File: src/rtl/instr_trace_buffer.sv
// instr_trace_buffer
//   On-chip capture of processor debug outputs. After an arm pulse the block
//   waits for an instruction that matches a masked trigger pattern. From that
//   cycle onward it records one entry per cycle into a circular buffer:
//   {stamp, Instr, Result, ALUFlags, ctrl}. A host drains the buffer through a
//   first-word-fall-through valid/ready port.
// Ports
//   CLK, RST                   clock (rising edge), async active-high reset
//   arm, stop                  1-cycle control pulses (arm > stop > trigger hit)
//   trig_val, trig_mask        trigger pattern/mask compared against Instr
//   Instr, Result, ALUFlags    processor observation inputs
//   RegWrite, MemWrite, PCSrc  control bits, stored as {PCSrc,MemWrite,RegWrite}
//   rd_ready                   reader accepts the head entry
//   rd_valid, rd_*             head entry (all zero while empty)
//   count                      occupancy 0..DEPTH
//   overflow                   sticky: a capture was dropped on a full buffer
//   state                      0 IDLE, 1 ARMED, 2 CAPTURE, 3 DONE
module instr_trace_buffer #(
    parameter int DEPTH   = 16,
    parameter int AW      = 4,
    parameter int STAMP_W = 16
) (
    input  logic               CLK,
    input  logic               RST,
    input  logic               arm,
    input  logic               stop,
    input  logic [31:0]        trig_val,
    input  logic [31:0]        trig_mask,
    input  logic [31:0]        Instr,
    input  logic [31:0]        Result,
    input  logic [3:0]         ALUFlags,
    input  logic               RegWrite,
    input  logic               MemWrite,
    input  logic               PCSrc,
    input  logic               rd_ready,
    output logic               rd_valid,
    output logic [STAMP_W-1:0] rd_stamp,
    output logic [31:0]        rd_instr,
    output logic [31:0]        rd_result,
    output logic [3:0]         rd_flags,
    output logic [2:0]         rd_ctrl,
    output logic [AW:0]        count,
    output logic               overflow,
    output logic [1:0]         state
);

    typedef enum logic [1:0] {
        S_IDLE    = 2'd0,
        S_ARMED   = 2'd1,
        S_CAPTURE = 2'd2,
        S_DONE    = 2'd3
    } state_t;

    typedef struct packed {
        logic [STAMP_W-1:0] stamp;
        logic [31:0]        instr;
        logic [31:0]        result;
        logic [3:0]         flags;
        logic [2:0]         ctrl;
    } entry_t;

    localparam logic [AW:0] FULL_CNT = (AW+1)'(DEPTH);

    state_t             state_q, state_d;
    logic [AW-1:0]      wr_ptr_q, wr_ptr_d;
    logic [AW-1:0]      rd_ptr_q, rd_ptr_d;
    logic [AW:0]        count_q, count_d;
    logic               ovf_q, ovf_d;
    logic [STAMP_W-1:0] stamp_q;
    entry_t             mem_q [DEPTH];

    logic   hit, cap, full, push, pop;
    entry_t wr_entry, head;

    assign hit  = ((Instr ^ trig_val) & trig_mask) == 32'd0;
    assign full = (count_q == FULL_CNT);
    assign pop  = (count_q != '0) && rd_ready;

    assign wr_entry = '{stamp:  stamp_q,
                        instr:  Instr,
                        result: Result,
                        flags:  ALUFlags,
                        ctrl:   {PCSrc, MemWrite, RegWrite}};

    // Next-state; cap marks a cycle whose inputs belong in the trace.
    always_comb begin
        state_d = state_q;
        cap     = 1'b0;
        unique case (state_q)
            S_IDLE: begin
                if (arm) state_d = S_ARMED;
            end
            S_ARMED: begin
                if (arm)       state_d = S_ARMED;
                else if (stop) state_d = S_DONE;
                else if (hit) begin
                    state_d = S_CAPTURE;
                    cap     = 1'b1;       // trigger cycle is itself recorded
                end
            end
            S_CAPTURE: begin
                if (arm)       state_d = S_ARMED;
                else if (stop) state_d = S_DONE;
                else           cap     = 1'b1;
            end
            S_DONE: begin
                if (arm) state_d = S_ARMED;
            end
            default: state_d = S_IDLE;
        endcase
    end

    // A full buffer still accepts a write when the head is popped the same cycle.
    assign push = cap && (!full || pop);

    always_comb begin
        wr_ptr_d = wr_ptr_q;
        rd_ptr_d = rd_ptr_q;
        count_d  = count_q;
        ovf_d    = ovf_q;
        if (arm) begin
            // Flush wins over any read or write in the arm cycle.
            wr_ptr_d = '0;
            rd_ptr_d = '0;
            count_d  = '0;
            ovf_d    = 1'b0;
        end else begin
            if (push) wr_ptr_d = wr_ptr_q + 1'b1;
            if (pop)  rd_ptr_d = rd_ptr_q + 1'b1;
            if (push && !pop)      count_d = count_q + 1'b1;
            else if (!push && pop) count_d = count_q - 1'b1;
            if (cap && !push) ovf_d = 1'b1;
        end
    end

    always_ff @(posedge CLK or posedge RST) begin
        if (RST) begin
            state_q  <= S_IDLE;
            wr_ptr_q <= '0;
            rd_ptr_q <= '0;
            count_q  <= '0;
            ovf_q    <= 1'b0;
            stamp_q  <= '0;
        end else begin
            state_q  <= state_d;
            wr_ptr_q <= wr_ptr_d;
            rd_ptr_q <= rd_ptr_d;
            count_q  <= count_d;
            ovf_q    <= ovf_d;
            stamp_q  <= stamp_q + 1'b1;
        end
    end

    // Storage has no reset; the read port is masked while empty instead.
    always_ff @(posedge CLK) begin
        if (push) mem_q[wr_ptr_q] <= wr_entry;
    end

    assign head      = mem_q[rd_ptr_q];
    assign rd_valid  = (count_q != '0);
    assign rd_stamp  = rd_valid ? head.stamp  : '0;
    assign rd_instr  = rd_valid ? head.instr  : '0;
    assign rd_result = rd_valid ? head.result : '0;
    assign rd_flags  = rd_valid ? head.flags  : '0;
    assign rd_ctrl   = rd_valid ? head.ctrl   : '0;
    assign count     = count_q;
    assign overflow  = ovf_q;
    assign state     = state_q;

endmodule

File: config.mk
export PLATFORM = sky130hd
export DESIGN_NAME = instr_trace_buffer
export DESIGN_NICKNAME = d
export VERILOG_FILES = /design/src/rtl/instr_trace_buffer.sv
export SDC_FILE = /design/constraint.sdc
export NUM_CORES = 1
export LEC_CHECK = 0
export BUFFER_PORTS_ARGS = -buffer_cell sky130_fd_sc_hd__buf_4
export CAP_MARGIN = 20
export CORE_UTILIZATION = 35
export DETAILED_ROUTE_END_ITERATION = 6
export GPL_ROUTABILITY_DRIVEN = 0
export PLACE_DENSITY = 0.52
export SYNTH_ARGS = -nofsm -noshare
export SYNTH_HDL_FRONTEND = slang
export SYNTH_SLANG_ARGS = --single-unit
File: constraint.sdc
create_clock -name CLK -period 4.65 [get_ports CLK]
set_input_delay 0 -clock CLK [delete_from_list [all_inputs] [get_ports CLK]]
set_output_delay 0 -clock CLK [all_outputs]
set_load 0.1 [all_outputs]
## After elaboration in Yosys (flattened, before gate mapping)

Memory sizes are Yosys's and may differ from the RTL's.
Index checks and enable logic that the tools add are counted.
Widths: inputs -> output; s select.

| word-level totals | value |
|---|---|
| input port bits | 140 |
| register bits | 32 |
| bits in writable memories | 1,392 |
| memories kept | 1 |

| operators by class | value |
|---|---|
| equality and inequality tests | 7 |
| bitwise operators | 2 |
| reductions and logical operators | 18 |
| add/sub/neg operators | 5 |
| multiplexer cells | 29 |

Memory list:

| memory | words | width | read ports | clocked after Yosys merged registers in | wr ports | line | RTL |
|---|---|---|---|---|---|---|---|
| mem_q | 16 | 87 | 1 | 0 | 1 | 70 | `entry_t mem_q [DEPTH];` |

Operators with widths:

| cell | count |
|---|---|
| $mux 32 | 2 |
| $and 32x32->32 | 1 |
| $logic_not 32->1 | 1 |
| $xor 32x32->32 | 1 |
| $mux 4 | 5 |
| $add 16x1->16 const B | 1 |
| $mux 16 | 1 |
| $mux 5 | 3 |
| $mux 2 | 6 |
| $mux 1 | 9 |
| $add 4x1->4 const B | 2 |
| $pmux 2 s3 | 1 |
| $reduce_bool 2->1 | 3 |
| $add 5x1->5 const B | 1 |
| $eq 5x5->1 const B | 1 |
| $logic_and 1x1->1 | 5 |
| $reduce_bool 5->1 | 1 |
| $sub 5x1->5 const B | 1 |
| $eq 2x2->1 const B | 2 |
| $ne 4x4->1 const B | 1 |
| $logic_not 1->1 | 3 |
| $mux 3 | 1 |
| $ne 3x3->1 const B | 1 |
| $reduce_and 3->1 | 1 |
| other kinds (7) | 7 |

## Logic depth before layout (Yosys ltp)

Gate-level depths: netlist of the first run.

| depth | value |
|---|---|
| word-level depth | 13 |
| depth in mapped cells | 12 |
| mapped depth without buffers | 12 |

## Worst setup path after synthesis of the first run

OpenSTA, ideal clock, no wires.

| timing | value |
|---|---|
| path type | reg2reg |
| start | register state_q[0], in the netlist state[0] |
| end | memory mem_q[4][0] (netlist bit) (enable) |
| period minus slack after synthesis | 4.997 ns |
| arrival time | 4.542 ns |
| library setup time | 0.455 ns |
| path buffers | 0 |
| cell stages (with the launch flop) | 8 |
| path slack | -0.347 ns |
| path through | dfrtp_1 > inv_1 > ha_1 > nor3_1 > nand2_1 > o21a_2 > nor4b_1 > and2_1 |

| between the ends | value |
|---|---|
| longest elaborated chain between the ends | 5 |
| elaborated cells between the ends (all ways) | 6 |
| classes of those cells | 2 x eq/ne; 3 x mux; 1 x reduce/logical |

RTL lines:

| element | line | RTL |
|---|---|---|
| start: declaration | 64 | `state_t state_q, state_d;` |
| start signal: assignment | 145 | `state_q <= state_d;` |
| $eq 2x2->1 / $eq 2x1->1 (equally long branches) | 89 | `unique case (state_q)` |
| $pmux 1 s2 * | 89 |  |
| $logic_and 1x1->1 * | 114 | `assign push = cap && (!full \|\| pop);` |
| $mux 1 * | 156 | `if (push) mem_q[wr_ptr_q] <= wr_entry;` |
| $mux 1 (not written as such) * | 156 |  |
| end: declaration | 70 |  |

Mark *: on every way between the ends. The rest lies on a longest branch, timed or not.

## Worst setup path after layout of the first run

| timing | value |
|---|---|
| start | input Instr[28] |
| end | register state_q[1], in the netlist state[1] |

| between the ends | value |
|---|---|
| longest elaborated chain between the ends | 5 |

RTL lines:

| element | line | RTL |
|---|---|---|
| start: declaration | 29 | `input logic [31:0] Instr,` |
| $xor 32x32->32 | 75 | `assign hit = ((Instr ^ trig_val) & trig_mask) == 32'd0;` |
| $and 32x32->32 | 75 |  |
| $logic_not 32->1 | 75 |  |
| $ne 4x4->1 (no line) | n/a |  |
| $reduce_and 3->1 (no line) | n/a |  |

Every way passes these cells.
A chain may end at the register's enable or synchronous reset.

==> key figures, run 1 <==
Setup path
  – CP Class: in2reg
  – Crit path largest cell delay: 0.77 ns
  – Worst path cell trace: dlygate4sd3_1, buf_4, xor2_1, a22oi_1, dlygate4sd3_1, nand4_1, dlygate4sd3_1, o41ai_1, a21oi_1, or3_1, a21oi_1, dlygate4sd3_1
  – Reg2reg start: count[0]
  – WP data required: 5.37 ns
  – Worst EP arrival: 4.62 ns
  – Slowest-stage cell, CP: o41ai_1
  – Worst-path maximum fanout: 17
  – CP startpoint: Instr[28]
  – R2R cell count: 11
  – R2r endpoint: count[4]
  – Crit. End Element: register
  – Most common cell on crit path: dlygate4sd3_1
  – Internal reg-to-reg setup slack: 1.28 ns
  – Startpoint types: primary input

Detailed routing
  – M1 wire length: 58,500 um
  – Via density: between 5 and 6
  – WL final: 135,000 um
  – Met2 wire len: 67,400 um
  – Routed via count: 25,400
  – Final ANT Viol Nets: 0
  – Top layer in use: met5
  – Starting DRC count in detailed routing: 1,978
  – Initial DRT Pass Iterations: 5
  – DRC: 0
  – Met3 wire length: 6390 um
  – WL per Instance: roughly 28 um

Final layout
  – Commonest non-fill, non-tap cell in the layout: edfxtp_1
  – Final Instance Area: 0.0660 mm^2
  – Final nets: approximately 2,900
  – Layout cells sized above 1: between 30% and 40%
  – Commonest cells after routing, fill and taps aside: edfxtp_1, mux4_2, buf_4
  – Area Growth Syn to Fin: 20.1%
  – Fillers: 13,400

Yosys
  – Syn Area/Cell: between 20 and 25 um^2
  – Cell Area, Synth: around 0.055 mm^2
  – Cell taking the most area after synthesis: edfxtp_1
  – Post-synth cell types: 47
  – Synthesized flop and latch total: 1,424
  – Synth Net Count: ~2,400
  – Synth top area cells: edfxtp_1, mux4_2, dfrtp_1
  – Post-Synthesis Cells: 2,266
  – Ys flop type: edfxtp_1
  – Post-synth ARST share: 2.25%
  – Synthesis warning total: 0
  – Register area share after synthesis: 77.6%
  – Share of the synthesized area in the top cell type: 76.1%
  – Post-synth EDFFs: between 1,000 and 1,500

Timing
  – Fin Setup TNS: 0 ns
  – RSZ-0062 raised after global routing: false
  – Final hold violations: 0
  – Fmax: 257 MHz
  – Worst slew slack as a fraction of its limit: 34.5%
  – Final Max Slew Viols: 0
  – Hold Slack: approximately 0.069 ns
  – Final Cycle Share: approximately 84%
  – Setup-failing EPs final: 0
  – Worst-Margin Slew: 0.983 ns
  – Skew final: 0.0298 ns
  – Minimum clock period: 3.89 ns
  – Final WS setup: 0.755 ns

Placement
  – Final HPWL DP: 75,700 um
  – Pre-CTS setup slack: 0.539 ns
  – Post-DP Area: 0.0602 mm^2
  – Port bufs: 235

GRT
  – Antenna violations before repair: 12
  – Vias in the first global route: around 28,000
  – Largest net degree at the start of global routing: 72
  – GR Overflow Total: 0
  – GRT Util Overall: 17.2%
  – Global-route wire length before repair: 195,000 um

Clock network
  – H-tree Lvls: 4
  – Postcts setup bufs: 0
  – CTS sink cnt: roughly 1,400
  – TritonCTS buffer count: 150
  – Clk pin slew, worst setup/hold paths: 0.06 ns
  – Clock Path Buffers: 3
  – Root Buffer: clkbuf_16
  – Clk_lat worst skew: ~0.79 ns
  – CTS tree: done

Floorplanning
  – Die area: 0.159 mm^2
  – Die Span X: 398 um
  – Row count: about 150
  – Die height: 398 um
  – Ports: between 200 and 250
  – Initial core utilization: 35.2%
  – Core Area: 0.156 mm^2

Hold path
  – Hold depth: 2
  – Hold path start: Instr[13]
  – Path type of the worst min-delay path: in2reg
  – Hold EP: mem_q[0][52]

Outcome
  – Status: complete, no violations

Power and ir drop
  – Comb pwr share: about 26%
  – Internal power: between 20,000 and 25,000 uW
  – PwrDens: 531 mW/mm^2
  – Sw frac: 32.4%
  – VDD IR max: 0.562 mV
  – Seq pwr share: 40.6%
  – Sw Pwr: 11,300 uW
  – Clock power frac: roughly 34%
  – Pleak: 0.0209 uW

Run
  – Max Cap Viol: 0
[power groups by stage]
stage	registers [uW]	clock network [uW]	logic (uW)
after floorplan	14500	0	6590
after global placement	14500	0	9090
after detailed placement	14500	0	9130
after CTS	14200	12100	9240
after global routing	14200	12600	9450
final	14200	11800	9010
[stage by stage]
| stage | std cells | power [uW] | util, % |
|---|---|---|---|
| finish | 4896 | 35000 | 42.3 |
| global route | 4893 | 36200 | 42.3 |
| CTS | 4891 | 35600 | 42.3 |
| detailed placement | 4534 | 23600 | 38.6 |
| global placement | 4533 | 23600 | 38.6 |
| floorplan | 2266 | 21100 | - |
[cells in the mapped netlist (all sizes together), types with 6 or more instances]
library cell,n
edfxtp,1392
mux4,435
and2,101
clkbuf,79
xor2,36
buf,32
dfrtp,32
a22oi,16
xnor2,15
nor2,14
ha,13
nand2,11
nand4,10
a21oi,9
inv,8
nand3,8
mux2i,6
[critical path: cells and delay by family]
kind / cells / cell delay, ns
xor+xnor: 1 / 0.25
compound gates: 4 / 1.38
buf+inv: 5 / 2.49
simple gates: 2 / 0.48
[routing by layer]
layer  global-route usage [%]  vias up
met4                     4.27        4
met3                     2.95      167
met2                     28.5      624
met1                     23.6    14000
li1                         -    10600
met5                        0        -
[cell families after synthesis]
group | count (synthesis) | share of synthesized area, %
AO/OA/AOI/OAI | 37 | 0.465
XOR/XNOR | 51 | 0.813
adder cells (fa/ha/maj) | 14 | 0.333
buffers and inverters | 121 | 0.907
flip-flops | 1424 | 77.6
multiplexers | 445 | 18.0
AND/OR/NAND/NOR | 174 | 1.90
[repair_timing]
item,in CTS,in global routing
hold buffers,87,0
endpoints found under the setup margin,0,0
endpoints found under the hold margin,1184,0
resized for setup,0,0
[worst max-delay path by stage]
stage	endpoint	cells past startpoint
3_3_place_gp	count[4]	14
2_1_floorplan	mem_q[4][0]	7
5_1_grt	count[4]	15
3_5_place_dp	count[4]	14
6_report	state[1]	12
4_1_cts	rd_stamp[12]	5
[cell type report]
class / instances / area (um^2) / share of cell area, %
clock buffer: 186 / 3970 / 6.02
clock inverter: 84 / 887 / 1.34
sequential: 1424 / 42600 / 64.6
timing repair buffer: 410 / 3990 / 6.05
antenna: 5 / 12.5 / 0.0190
inverter: 8 / 30.0 / 0.0455
multi-input combinational: 721 / 11900 / 18.0
tap: 2058 / 2570 / 3.90
[registers in the layout, indices dropped and copies added, names as in the netlist]
signal    flops
state         2
overflow      1
rd_ptr_q      4
mem_q      1392
count         5
wr_ptr_q      4
stamp_q      16
(Power assumes the default switching activity.)
==> inputs of run 2 (changes only) <==
Clock period 4.65 ns to 4.1 ns, I/O delays scaled along.
==> run 2 against run 1 <==
Net effect: register-to-register slack worse by 0.33 ns; setup slack worse by 0.53 ns; largest cell class unchanged; non-clock buffer count is 6 higher; routed wire length is 0.25% higher; critical path type unchanged.
==> key figures, run 2 (synthesis gave the netlist of run 1 again) <==
Power and ir drop
  – VDD IR max: 0.552 mV (was 0.562 mV)
  – Pleak: 0.0209 uW (about the same)
  – Design Power: 39,500 uW (was 35,000 uW)
  – Seq pwr share: 40.8% (was 40.6%)
  – Internal power: 26,700 uW (was 23,700 uW)
  – Sw Pwr: 12,900 uW (was 11,300 uW)
  – Sw frac: 32.6% (was 32.4%)
  – Clock power frac: 33.1% (was 33.7%)
  – Comb pwr share: 26.1% (was 25.7%)
  – PwrDens: 600 mW/mm^2 (was 531 mW/mm^2)

Hold path
  – Path type of the worst min-delay path: in2reg (unchanged)
  – Hold path start: Result[27] (was Instr[13])
  – Hold depth: 2 (unchanged)
  – Hold EP: mem_q[15][34] (was mem_q[0][52])

Detailed routing
  – Via density: 5.18 (was 5.20)
  – DRC: 0 (unchanged)
  – WL per Instance: 27.6 um (was 27.5 um)
  – Initial DRT Pass Iterations: 5 (unchanged)
  – Starting DRC count in detailed routing: 2,141 (was 1,978)
  – Final ANT Viol Nets: 0 (unchanged)
  – WL final: 135,000 um (about the same)
  – Routed via count: 25,400 (about the same)

Clock network
  – CTS tree: done (unchanged)
  – Post-cts resize count: 0 (unchanged)
  – H-tree Lvls: 4 (unchanged)
  – TritonCTS buffer count: 149 (was 150)
  – Clk_lat worst skew: 0.79 ns (about the same)
  – Postcts setup bufs: 0 (unchanged)
  – Clk pin slew, worst setup/hold paths: 0.06 ns (about the same)
  – Clock Path Buffers: 3 (unchanged)
  – CTS sink cnt: 1,424 (unchanged)
  – Root Buffer: clkbuf_16 (unchanged)

GRT
  – GRT Util Overall: 17.3% (was 17.2%)
  – Global-route wire length before repair: 196,000 um (was 195,000 um)
  – Global-route met1 utilization: 23.3% (was 23.6%)
  – GR Overflow Total: 0 (unchanged)
  – Met2 global-route usage: 28.9% (was 28.5%)
  – Antenna violations before repair: 11 (was 12)
  – Largest net degree at the start of global routing: 59 (was 72)
  – Met3 Usage GRT: 3.48% (was 2.95%)
  – Vias in the first global route: 27,500 (was 27,600)
  – Most Crowded Layer GR: met2 (unchanged)

Floorplanning
  – Ports: 236 (unchanged)
  – Die Span X: 398 um (unchanged)
  – Die height: 398 um (unchanged)
  – Die area: 0.159 mm^2 (unchanged)
  – Initial core utilization: 35.2% (unchanged)
  – Row count: 145 (unchanged)
  – Core Area: 0.156 mm^2 (unchanged)

Final layout
  – Commonest cells after routing, fill and taps aside: edfxtp_1, mux4_2, buf_4 (unchanged)
  – Commonest non-fill, non-tap cell in the layout: edfxtp_1 (unchanged)
  – Fillers: 13,400 (about the same)
  – Finished Core Util: 42.3% (about the same)
  – Area Growth Syn to Fin: 20.0% (was 20.1%)
  – Number of flip-flops in the largest register: 1,392 (unchanged)
  – Final Non-Filler Cells: 4,896 (unchanged)
  – Top reg by flops: mem_q (unchanged)
  – Layout cells sized above 1: 34.9% (was 35.3%)
  – Final nets: 2,874 (was 2,869)

Timing
  – Final hold violations: 0 (unchanged)
  – Minimum clock period: between 3 and 4 ns
  – RSZ-0062 raised after global routing: false (unchanged)
  – Worst slew slack as a fraction of its limit: 28.7% (was 34.5%)
  – Final Max Slew Viols: 0 (unchanged)
  – Fmax: 258 MHz
  – Final Cycle Share: 94.4%
  – Skew final: 0.0348 ns (was 0.0298 ns)
  – Setup-failing EPs final: 0 (unchanged)
  – Worst-Margin Slew: 1.07 ns (was 0.983 ns)

Setup path
  – Worst-path maximum fanout: 17 (unchanged)
  – Crit path largest cell delay: 0.70 ns (was 0.77 ns)
  – Critical path depth: 12 (unchanged)
  – CP Class: in2reg (unchanged)
  – Worst EP arrival: 4.58 ns (was 4.62 ns)
  – Worst Path Buf+Inv: 5 (unchanged)
  – Most common cell on crit path: dlygate4sd3_1 (unchanged)
  – Startpoint types: primary input (unchanged)
  – WP data required: 4.81 ns (was 5.37 ns)
  – Slowest-stage cell, CP: o41ai_1 (unchanged)
  – Crit. End Element: register (unchanged)
  – R2r endpoint: count[4] (unchanged)
  – Internal reg-to-reg setup slack: 0.95 ns (was 1.28 ns)
  – Worst path cell trace: dlygate4sd3_1, buf_4, xor2_1, a22oi_1, dlygate4sd3_1, nand4_1, dlygate4sd3_1, o41ai_1, a21oi_1, or3_1, a21oi_1, dlygate4sd3_1 (unchanged)
  – R2R cell count: 13 (was 11)
  – Delay-heaviest family, CP: buffers and inverters (unchanged)
  – Reg2reg start: state[0] (was count[0])

Placement
  – Port bufs: 235 (unchanged)
  – Dpl cells: 4,543 (was 4,534)
  – Final HPWL DP: 77,500 um (was 75,700 um)

Outcome
  – Status: complete, no violations (unchanged)

Run
  – Max Cap Viol: 0 (unchanged)
[run 2: cell count changes in the layout (fill, tap and decap cells not counted), moves of 3 or more]
| cell | previous run | this run |
|---|---|---|
| inv_16 | 2 | 5 |
| clkinv_2 | 25 | 16 |
| buf_12 | 54 | 59 |
| dlygate4sd3_1 | 87 | 84 |
| clkinv_8 | 3 | 6 |
| inv_6 | 5 | 1 |
| clkbuf_16 | 153 | 149 |
| clkbuf_1 | 31 | 43 |
| buf_4 | 268 | 273 |
[run 2: metal layers]
| metal | vias up | part of all wire [%] |
|---|---|---|
| met5 | - | 0.043 |
| met4 | 8 | 1.6 |
| met3 | 156 | 5.2 |
| met2 | 642 | 50 |
| met1 | 13900 | 43 |
| li1 | 10600 | - |
[run 2: area by class of cell]
cell class / instances / area (um^2) / area share, %
tap: 2058 / 2570 / 3.91
inverter: 8 / 30.0 / 0.0456
sequential: 1424 / 42600 / 64.6
multi-input combinational: 721 / 11900 / 18.0
clock inverter: 73 / 853 / 1.29
timing repair buffer: 416 / 4070 / 6.18
antenna: 4 / 10.0 / 0.0152
clock buffer: 192 / 3890 / 5.90
[run 2: worst max path at each step]
stage                   start       endpoint  slack, ns
finish              Instr[28]       state[1]       0.23
global route        Instr[28]       state[1]      0.009
CTS                  count[0]  rd_result[10]       0.24
detailed placement  Instr[30]       count[4]       0.49
global placement    Instr[30]       count[4]       0.37
floorplan            state[0]    mem_q[4][0]      -0.90
[run 2: power by group through the flow]
stage	Combinational (uW)	Clock (uW)	Sequential [uW]
global placement	10400	0	16400
floorplan	7480	0	16500
global route	10800	13900	16100
CTS	10600	13400	16100
finish	10300	13100	16100
detailed placement	10500	0	16400
[run 2: repair_timing]
action	4_1_cts	5_1_grt
hold buffers	84	0
setup endpoints to repair	0	0
hold endpoints to repair	1184	0
[run 2: worst register-to-register path: cells and delay by family, from the launching register on]
kind / cells / cell delay [ns]
AO/OA/AOI/OAI: 5 / 0.80
AND/OR/NAND/NOR: 3 / 0.61
adder cells (fa/ha/maj): 2 / 0.81
flip-flops: 1 / 0.41
multiplexers: 1 / 0.20
buffers and inverters: 2 / 0.25
[run 2: stage by stage]
step / setup TNS (ns) / setup WS [ns] / cell area [um^2] / hold slack, ns
2_1_floorplan: -286.46 / -0.895 / 54900 / 0.0989
3_3_place_gp: 0 / 0.366 / 60300 / 0.192
3_5_place_dp: 0 / 0.494 / 60300 / 0.200
4_1_cts: 0 / 0.244 / 65900 / 0.0102
5_1_grt: 0 / 0.00918 / 65900 / 0.0541
6_report: 0 / 0.230 / 65900 / 0.0742
